### config.mk
export PLATFORM = sky130hd
export DESIGN_NAME = dmem_arbiter
export DESIGN_NICKNAME = d
export VERILOG_FILES = /design/src/rtl/dmem_arbiter.sv
export SDC_FILE = /design/constraint.sdc
export NUM_CORES = 1
export LEC_CHECK = 0
export CORE_AREA = 2 2 122 124
export DETAILED_ROUTE_END_ITERATION = 10
export DIE_AREA = 0 0 124 126
export DONT_BUFFER_PORTS = 1
export GPL_ROUTABILITY_DRIVEN = 0
export SLEW_MARGIN = 20
export SYNTH_ARGS = -nofsm -noshare
export SYNTH_HDL_FRONTEND = slang
export SYNTH_SLANG_ARGS = --single-unit
### constraint.sdc
create_clock -name clk -period 8.3 [get_ports clk]
set_clock_uncertainty 0.15 [all_clocks]
set_input_delay 1.66 -clock clk [delete_from_list [all_inputs] [get_ports clk]]
set_output_delay 1.66 -clock clk [all_outputs]
set_load 0.1 [all_outputs]
### src/rtl/dmem_arbiter.sv
// rtl/dmem_arbiter.sv - two-port valid/ready arbiter and one-at-a-time access sequencer for dmem
// Define DMEM_ARB_RR_EN for round-robin arbitration; otherwise port 0 has fixed priority.
module dmem_arbiter #(
    parameter int MEM_LAT = 1,
    parameter int AW      = 32
) (
    input  logic          clk,
    input  logic          rst,
    input  logic          p0_valid,
    input  logic          p1_valid,
    output logic          p0_ready,
    output logic          p1_ready,
    input  logic [3:0]    p0_we,
    input  logic [3:0]    p1_we,
    input  logic [AW-1:0] p0_addr,
    input  logic [AW-1:0] p1_addr,
    input  logic [31:0]   p0_wdata,
    input  logic [31:0]   p1_wdata,
    output logic          p0_resp_valid,
    output logic          p1_resp_valid,
    output logic          p0_resp_err,
    output logic          p1_resp_err,
    output logic [31:0]   p0_rdata,
    output logic [31:0]   p1_rdata,
    output logic [1:0]    mem_en,
    output logic [3:0]    mem_w_en,
    output logic [AW-1:0] mem_addr,
    output logic [31:0]   mem_din,
    input  logic [31:0]   mem_dout
);

    typedef enum logic [1:0] {S_IDLE, S_ISSUE, S_WAIT, S_RESP} state_e;

    state_e        state_q, state_d;
    logic          gnt_q, gnt_d;
    logic [3:0]    we_q, we_d;
    logic          err_q, err_d;
    logic [2:0]    cnt_q, cnt_d;
    logic [31:0]   rdata0_q, rdata0_d, rdata1_q, rdata1_d;
    logic [AW-1:0] maddr_q, maddr_d;
    logic [31:0]   mdin_q, mdin_d;

    logic          win;
    logic          accept;
    logic [3:0]    win_we;
    logic [AW-1:0] win_addr;
    logic [31:0]   win_wdata;
    logic          win_err;

`ifdef DMEM_ARB_RR_EN
    // ptr_q remembers the last granted port; the other one wins a tie.
    logic ptr_q;
    assign win = (p0_valid && p1_valid) ? ~ptr_q : p1_valid;

    always_ff @(posedge clk or posedge rst) begin
        if (rst) begin
            ptr_q <= 1'b1;
        end else if (accept) begin
            ptr_q <= win;
        end
    end
`else
    assign win = ~p0_valid;
`endif

    assign accept    = (state_q == S_IDLE) && (p0_valid || p1_valid) && !rst;
    assign win_we    = win ? p1_we    : p0_we;
    assign win_addr  = win ? p1_addr  : p0_addr;
    assign win_wdata = win ? p1_wdata : p0_wdata;

    always_comb begin
        win_err = 1'b0;
        case (win_we)
            4'b0000, 4'b1111: win_err = (win_addr[1:0] != 2'b00);
            4'b0011, 4'b1100: win_err = win_addr[0];
            default:          win_err = 1'b0;
        endcase
    end

    always_comb begin
        state_d  = state_q;
        gnt_d    = gnt_q;
        we_d     = we_q;
        err_d    = err_q;
        cnt_d    = cnt_q;
        rdata0_d = rdata0_q;
        rdata1_d = rdata1_q;
        maddr_d  = maddr_q;
        mdin_d   = mdin_q;
        case (state_q)
            S_IDLE: begin
                if (accept) begin
                    gnt_d = win;
                    we_d  = win_we;
                    err_d = win_err;
                    if (win_err) begin
                        state_d = S_RESP;
                    end else begin
                        state_d = S_ISSUE;
                        maddr_d = {win_addr[AW-1:2], 2'b00};
                        mdin_d  = win_wdata;
                    end
                end
            end
            S_ISSUE: begin
                if (we_q != 4'b0000) begin
                    state_d = S_RESP;
                end else begin
                    state_d = S_WAIT;
                    cnt_d   = 3'(MEM_LAT - 1);
                end
            end
            S_WAIT: begin
                if (cnt_q == 3'd0) begin
                    if (gnt_q) rdata1_d = mem_dout;
                    else       rdata0_d = mem_dout;
                    state_d = S_RESP;
                end else begin
                    cnt_d = cnt_q - 3'd1;
                end
            end
            default: state_d = S_IDLE;
        endcase
    end

    always_ff @(posedge clk or posedge rst) begin
        if (rst) begin
            state_q  <= S_IDLE;
            gnt_q    <= 1'b0;
            we_q     <= 4'b0000;
            err_q    <= 1'b0;
            cnt_q    <= 3'd0;
            rdata0_q <= 32'h0;
            rdata1_q <= 32'h0;
            maddr_q  <= '0;
            mdin_q   <= 32'h0;
        end else begin
            state_q  <= state_d;
            gnt_q    <= gnt_d;
            we_q     <= we_d;
            err_q    <= err_d;
            cnt_q    <= cnt_d;
            rdata0_q <= rdata0_d;
            rdata1_q <= rdata1_d;
            maddr_q  <= maddr_d;
            mdin_q   <= mdin_d;
        end
    end

    // Address/data registers are loaded at accept so they hold after ISSUE.
    assign mem_en        = (state_q != S_ISSUE) ? 2'b00 : ((we_q != 4'b0000) ? 2'b10 : 2'b01);
    assign mem_w_en      = (state_q == S_ISSUE) ? we_q : 4'b0000;
    assign mem_addr      = maddr_q;
    assign mem_din       = mdin_q;
    assign p0_ready      = accept && !win;
    assign p1_ready      = accept && win;
    assign p0_resp_valid = (state_q == S_RESP) && !gnt_q;
    assign p1_resp_valid = (state_q == S_RESP) && gnt_q;
    assign p0_resp_err   = p0_resp_valid && err_q;
    assign p1_resp_err   = p1_resp_valid && err_q;
    assign p0_rdata      = rdata0_q;
    assign p1_rdata      = rdata1_q;

endmodule

==> results list, run 1 <==
- Number of gates resized after CTS: 0
- After routing, the total negative slack on setup checks comes to 0 ps.
- Vias after detailed routing: 3501
* Root buffer cell: sky130_fd_sc_hd__clkbuf_16
* Area growth from synthesis to layout: 10.54%
- The initial antenna violation count is 0.
- The via count of the first global-routing pass is 3771.
* Cell area after synthesis: 6550 um2
- Number of optimization iterations in the first detailed-route pass: 4
- Total number of nets in the final design: 623
- The floorplan step defined a die boundary enclosing 15620 um2.
- Total number of yosys warnings: 0
* Vias per cell: 5.462
* Post-synthesis sequential element count: 137
- Across the run, the number of max-cap violations was 0.
- Number of instances in the synthesized netlist: 445
* Leading cell types in the layout, fill and taps excluded: sky130_fd_sc_hd__dfrtp_1, sky130_fd_sc_hd__mux2_2, sky130_fd_sc_hd__mux2_4
* Clock network latency to the later pin of the worst-skew pair: 410 ps
* Number of violations reported at the end of detailed-routing iteration 0: 120
- Hold-fix buffer count after cts: 0
- The first global-routing pass estimated 20530 um of wire.
* Final Routed Wirelength: 13830 um
- Global routing used 17.49% of the available tracks.
* Share of final-layout standard cells stronger than drive strength 1: 45.08%
* Most frequent standard cell in the layout excluding fill and tap cells: sky130_fd_sc_hd__dfrtp_1
* Overflow after GRT: 0
- Fmax: 207.6 MHz
* Max transition margin: 26.98%
- Top-level I/O count: 312
- Shortest period the worst path allows: 4817 ps
- Worst Setup Path Type: in -> out
* Number of sinks on the clock net: 137
* Result of the run: finished, final reports clean
- Placeable Area: 14310 um2
- Setup repair after global routing left no endpoint under its margin.
* Proportion of synthesized flip-flops having asynchronous set or reset: 100.0%
- Detail Placement HPWL: 10120 um
- Count of buffers from port buffering: 0
* Hold WS: 362.3 ps
* Number of synthesized flops with an enable pin: 0
* Filler cell count in the final layout: 1235
- Of the available clock period, the critical path in the final layout requires 58.04%.
- Number of rows in the core area: 44
- In the synthesized netlist the dominant register cell turns out to be sky130_fd_sc_hd__dfrtp_1.
* Final worst-path setup slack: 3483 ps
- TritonCTS buffer count: 17
- Routed WL per cell: 21.58 um
- Clk slew on worst S/H paths: 60 ps
* Path category of the worst min-delay check: reg -> reg
* Slew of the pin with the lowest slew margin: 1095 ps
* Crit path launch type: primary input
- For this run, design rule violations remaining after detail routing come to 0.
* Required time worst endpoint: 6490 ps
* Endpoints failing setup: 0
- A synthesized cell averages 14.72 um2.
- CP Data Arrival Time: 3010 ps
* Diodes inserted: 0
* Share of the yosys chip area belonging to registers: 52.34%
* Number of hold violations in the final report: 0
- Number of pins with negative max-slew slack in the final report: 0
- Setup Fix Bufs, Post-CTS: 0
* Count of distinct cell types in the synthesized netlist: 44
- Worst-path maximum fanout: 14
* Maximum level of the CTS H-tree: 4
- Clock buffer depth: 2
* Post-detailed-route count of antenna-violating nets: 0
- Worst slack at placement: 3498 ps
- For this configuration, the core starts out at a cell density of 45.76%.
- DIE HEIGHT: 126 um
* Crit. End Element: output pin
- CTS tree: yes
- Entering global routing, the biggest net connects 83 pins.
* Die X-Extent: 124 um
synthesized netlist by cell type (2+ instances only):
| master | number | area share [%] |
|---|---|---|
| sky130_fd_sc_hd__dfrtp_1 | 137 | 52 |
| sky130_fd_sc_hd__mux2_2 | 115 | 20 |
| sky130_fd_sc_hd__mux2_4 | 50 | 11 |
| sky130_fd_sc_hd__mux2_1 | 23 | 4.0 |
| sky130_fd_sc_hd__nand2_1 | 11 | 0.63 |
| sky130_fd_sc_hd__o21ai_0 | 10 | 0.76 |
| sky130_fd_sc_hd__inv_1 | 9 | 0.52 |
| sky130_fd_sc_hd__and2_1 | 7 | 0.67 |
| sky130_fd_sc_hd__clkbuf_1 | 7 | 0.40 |
| sky130_fd_sc_hd__ha_1 | 7 | 1.3 |
| sky130_fd_sc_hd__nor2_1 | 7 | 0.40 |
| sky130_fd_sc_hd__buf_12 | 6 | 1.8 |
| sky130_fd_sc_hd__buf_2 | 6 | 0.46 |
| sky130_fd_sc_hd__a21oi_1 | 5 | 0.38 |
| sky130_fd_sc_hd__mux2i_1 | 4 | 0.61 |
| sky130_fd_sc_hd__nor2b_1 | 4 | 0.38 |
| sky130_fd_sc_hd__nand3_1 | 3 | 0.23 |
| sky130_fd_sc_hd__nor3_1 | 3 | 0.23 |
| sky130_fd_sc_hd__buf_1 | 2 | 0.11 |
| sky130_fd_sc_hd__buf_4 | 2 | 0.23 |
| sky130_fd_sc_hd__nand2b_1 | 2 | 0.19 |
| sky130_fd_sc_hd__nor3b_1 | 2 | 0.23 |
| sky130_fd_sc_hd__o21ai_1 | 2 | 0.15 |
flip-flops by register name, summed over array words and instances, names as in the netlist:
register	cells
gnt_q	1
mem_din	32
err_q	1
p1_rdata	32
we_q	4
state_q	2
mem_addr	30
cnt_q	3
p0_rdata	32
per-layer routing:
layer	vias up	share of wire, %	global-route usage (%)
li1	1579	-	-
met1	1699	36	19.72
met2	206	49	28.70
met3	17	13	7.835
met4	0	1.7	7.138
met5	-	0	0
kinds of logic after synthesis:
family / synth area share, %
muxes: 35.80
adders and majority gates: 1.337
other: 0.05725
and+or+nand+nor: 3.763
DFF: 52.34
buffers and inverters: 3.954
AOI/OAI and AO/OA: 2.751
critical path, cell delays in order:
cell and delay (ps):
sky130_fd_sc_hd__nor2b_1 110, sky130_fd_sc_hd__o21ai_1 300, sky130_fd_sc_hd__nor2_2 930
area by class of cell:
cell class	instances	area (um2)	area share [%]
timing repair buffer	4	30.03	0.4147
clock buffer	22	464.2	6.411
clock inverter	10	163.9	2.264
sequential	137	3428	47.35
inverter	9	38.79	0.5357
multi-input combinational	275	2885	39.85
tap	184	230.2	3.180
final timing paths:
| kind | startpoint | endpoint | slack [ps] | depth (start not counted) |
|---|---|---|---|---|
| max in group asynchronous | rst | mem_din[19] | 5650 | 2 |
| worst min register to register | we_q[0] | we_q[0] | 360 | 2 |
| worst max register to register | state_q[0] | mem_din[21] | 5180 | 7 |
| worst min-delay path | we_q[0] | we_q[0] | 360 | 2 |
| min in group asynchronous | rst | mem_addr[9] | 1050 | 1 |
| worst max-delay path | rst | p1_ready | 3480 | 3 |
per-stage QoR:
stage | instances | utilization [%] | instance area, um2
final | 641 | 50.59 | 7241
after global routing | 641 | 50.59 | 7241
after CTS | 641 | 50.59 | 7241
after detailed placement | 609 | 46.20 | 6613
after global placement | 609 | 46.20 | 6613
after floorplan | 446 | - | 6554
Power of run 1 is not shown: default switching activity piles up to over one toggle a cycle in this logic, so the estimate is an artifact.
==> run 2: changes to the inputs <==
==> constraint.sdc (replaced) <==
create_clock -name clk -period 4.6 [get_ports clk]
set_clock_uncertainty 0.15 [all_clocks]
set_input_delay 0.92 -clock clk [delete_from_list [all_inputs] [get_ports clk]]
set_output_delay 0.92 -clock clk [all_outputs]
set_load 0.1 [all_outputs]
==> results list, run 2 (synthesis results as in run 1) <==
* Vias per cell: 5.480 (+0.33%)
* Clk slew on worst S/H paths: 50 ps (about the same)
- Max transition margin: 28.95% (+2.0 points)
- The setup TNS came to 0 ps (unchanged).
- The global-route wire length before repair came to 20470 um (-0.30%).
* Path category of the worst min-delay check: reg -> reg
- The startpoint identified for the worst register-to-register timing path is state_q[0].
* Most frequent standard cell in the layout excluding fill and tap cells: sky130_fd_sc_hd__dfrtp_1
- The floorplan die area came to 15620 um2 (unchanged).
- The number of clock sinks came to 137 (unchanged).
* Clock network latency to the later pin of the worst-skew pair: 400 ps (about the same)
* Chain of cells forming the critical path: inv_1, ha_1, nor2b_1, and2_1
- Met2 Resource Use GR: 28.73% (+0.032 points)
- Vias after detailed routing: 3529 (+0.80%)
- Diodes inserted: 0 (unchanged)
* Required time worst endpoint: 3530 ps (-2960 ps)
- Util after Layout: 50.82% (+0.24 points)
- Crit path launch type: flip-flop
- Worst Hold End: we_q[3]
- The met1 global-route usage was 19.15% (-0.57 points).
- The global-route congestion overflow total is 0 (unchanged).
* CTS tree: yes
* Effective utilization at floorplan: 45.76% (unchanged)
* DIE HEIGHT: 126 um (unchanged)
- Worst-path maximum fanout: 4 (-10)
* Busiest metal layer after global routing: met2
- Number of hold violations in the final report: 0 (unchanged)
- Hold Startpoint: we_q[3]
* Cell depth of the worst min-delay path: 2 (unchanged)
- Slew of the pin with the lowest slew margin: 1065 ps (-30.68 ps)
- Based on the critical path, the design can be clocked at up to 316.0 MHz.
- Critical R2R Capture: mem_addr[3]
- The cell row count is 44 (unchanged).
- Worst Setup Path Type: reg -> out
- The post-detailed-route wirelength per cell was 21.14 um (-2.0%).
- Top-level I/O count: 312 (unchanged)
* Result of the run: finished, final reports clean
* Number of pins with negative max-slew slack in the final report: 0 (unchanged)
- The number of iterations in the first detailed-routing pass came to 5 (+1).
* Leading cell types in the layout, fill and taps excluded: sky130_fd_sc_hd__dfrtp_1, sky130_fd_sc_hd__mux2_2, sky130_fd_sc_hd__mux2_4
- Slowest-stage cell, CP: sky130_fd_sc_hd__and2_1
- The initial antenna violation count came to 1 (+1).
- The maximum number of pins on one net before global-route repair was 83 (unchanged).
- Final Routed Wirelength: 13620 um (-1.6%)
- The global routing usage summed across all routing layers came to 17.23% (-0.26 points).
- The number of design-rule violations left by the first detailed-router iteration came to 107 (-11%).
- Hold-fix buffer count after cts: 0 (unchanged)
* Via count of the first global-routing pass: 3839 (+1.8%)
- The max-capacitance violation count was 0 (unchanged).
* Crit. End Element: output pin
- Count of buffers from port buffering: 0 (unchanged)
* Placeable Area: 14310 um2 (unchanged)
- The final critical path takes up 68.80% of the cycle.
- Setup Fix Bufs, Post-CTS: 0 (unchanged)
* TritonCTS buffer count: 17 (unchanged)
- Setup repair after global routing missed its margin: false
- The number of resized instances in the post-cts repair step came to 0 (unchanged).
- Endpoints failing setup: 0 (unchanged)
- Root buffer cell: sky130_fd_sc_hd__clkbuf_16
- Largest incremental delay on the critical path: 780 ps (-150 ps)
- The depth of the worst register-to-register path came to 8 (+1).
- The number of routed nets with antenna violations was 0 (unchanged).
- The global-route track usage on met3 is 7.518% (-0.32 points).
- Detail Placement HPWL: 10220 um (+0.90%)
- The final net count is 627 (+0.64%).
- Die X-Extent: 124 um (unchanged)
- CP Data Arrival Time: 2090 ps (-920 ps)
- Residual DRC: 0 (unchanged)
* R2r setup slk: 1860 ps (-3320 ps)
- Maximum level of the CTS H-tree: 4 (unchanged)
- The number of buffers on the longest clock path is 2 (unchanged).
* Shortest period the worst path allows: 3165 ps
* Share of final-layout standard cells stronger than drive strength 1: 45.87% (+0.79 points)
* Area growth from synthesis to layout: 11.06%
## run 2: worst max path at each step
stage               startpoint  slack [ps]     endpoint
floorplan             p0_valid         660     p1_ready
global placement      p0_valid        1430  mem_addr[3]
detailed placement    p0_valid        1360  mem_addr[3]
CTS                 state_q[0]        1400     p0_ready
global route        state_q[1]        1300     p0_ready
finish              state_q[0]        1440     p0_ready
## run 2: metal layers
metal  part of all wire (%)  vias up
met5                  0.095        -
met4                    1.8        2
met3                     12       18
met2                     50      201
met1                     36     1721
li1                       -     1587
## run 2: final cells by class
| class | count | area (um2) |
|---|---|---|
| fillers | 1219 | 7039 |
| clock inverters | 9 | 136.4 |
| repair buffers | 8 | 72.57 |
| well taps | 184 | 230.2 |
| flip-flops and latches | 137 | 3428 |
| multi-input cells | 275 | 2885 |
| clock buffers | 22 | 484.2 |
| inverters | 9 | 37.54 |
## run 2: worst max-delay path, delay by kind of cell, from the launching register on
kind	cells	cell delay (ps)
simple gates	2	950
buf+inv	1	110
fa+ha+maj	1	220
flops	1	410
## run 2: through the flow
stage               area [um2]  std cells  hold WS, ps  setup slack, ps
CTS                       7274        644        357.4             1403
floorplan                 6558        446        313.6            656.7
finish                    7274        644        349.0             1435
global route              7274        644        403.9             1295
detailed placement        6654        613        348.3             1364
global placement          6654        613        335.2             1432
Power of run 2 is left out for the same reason.
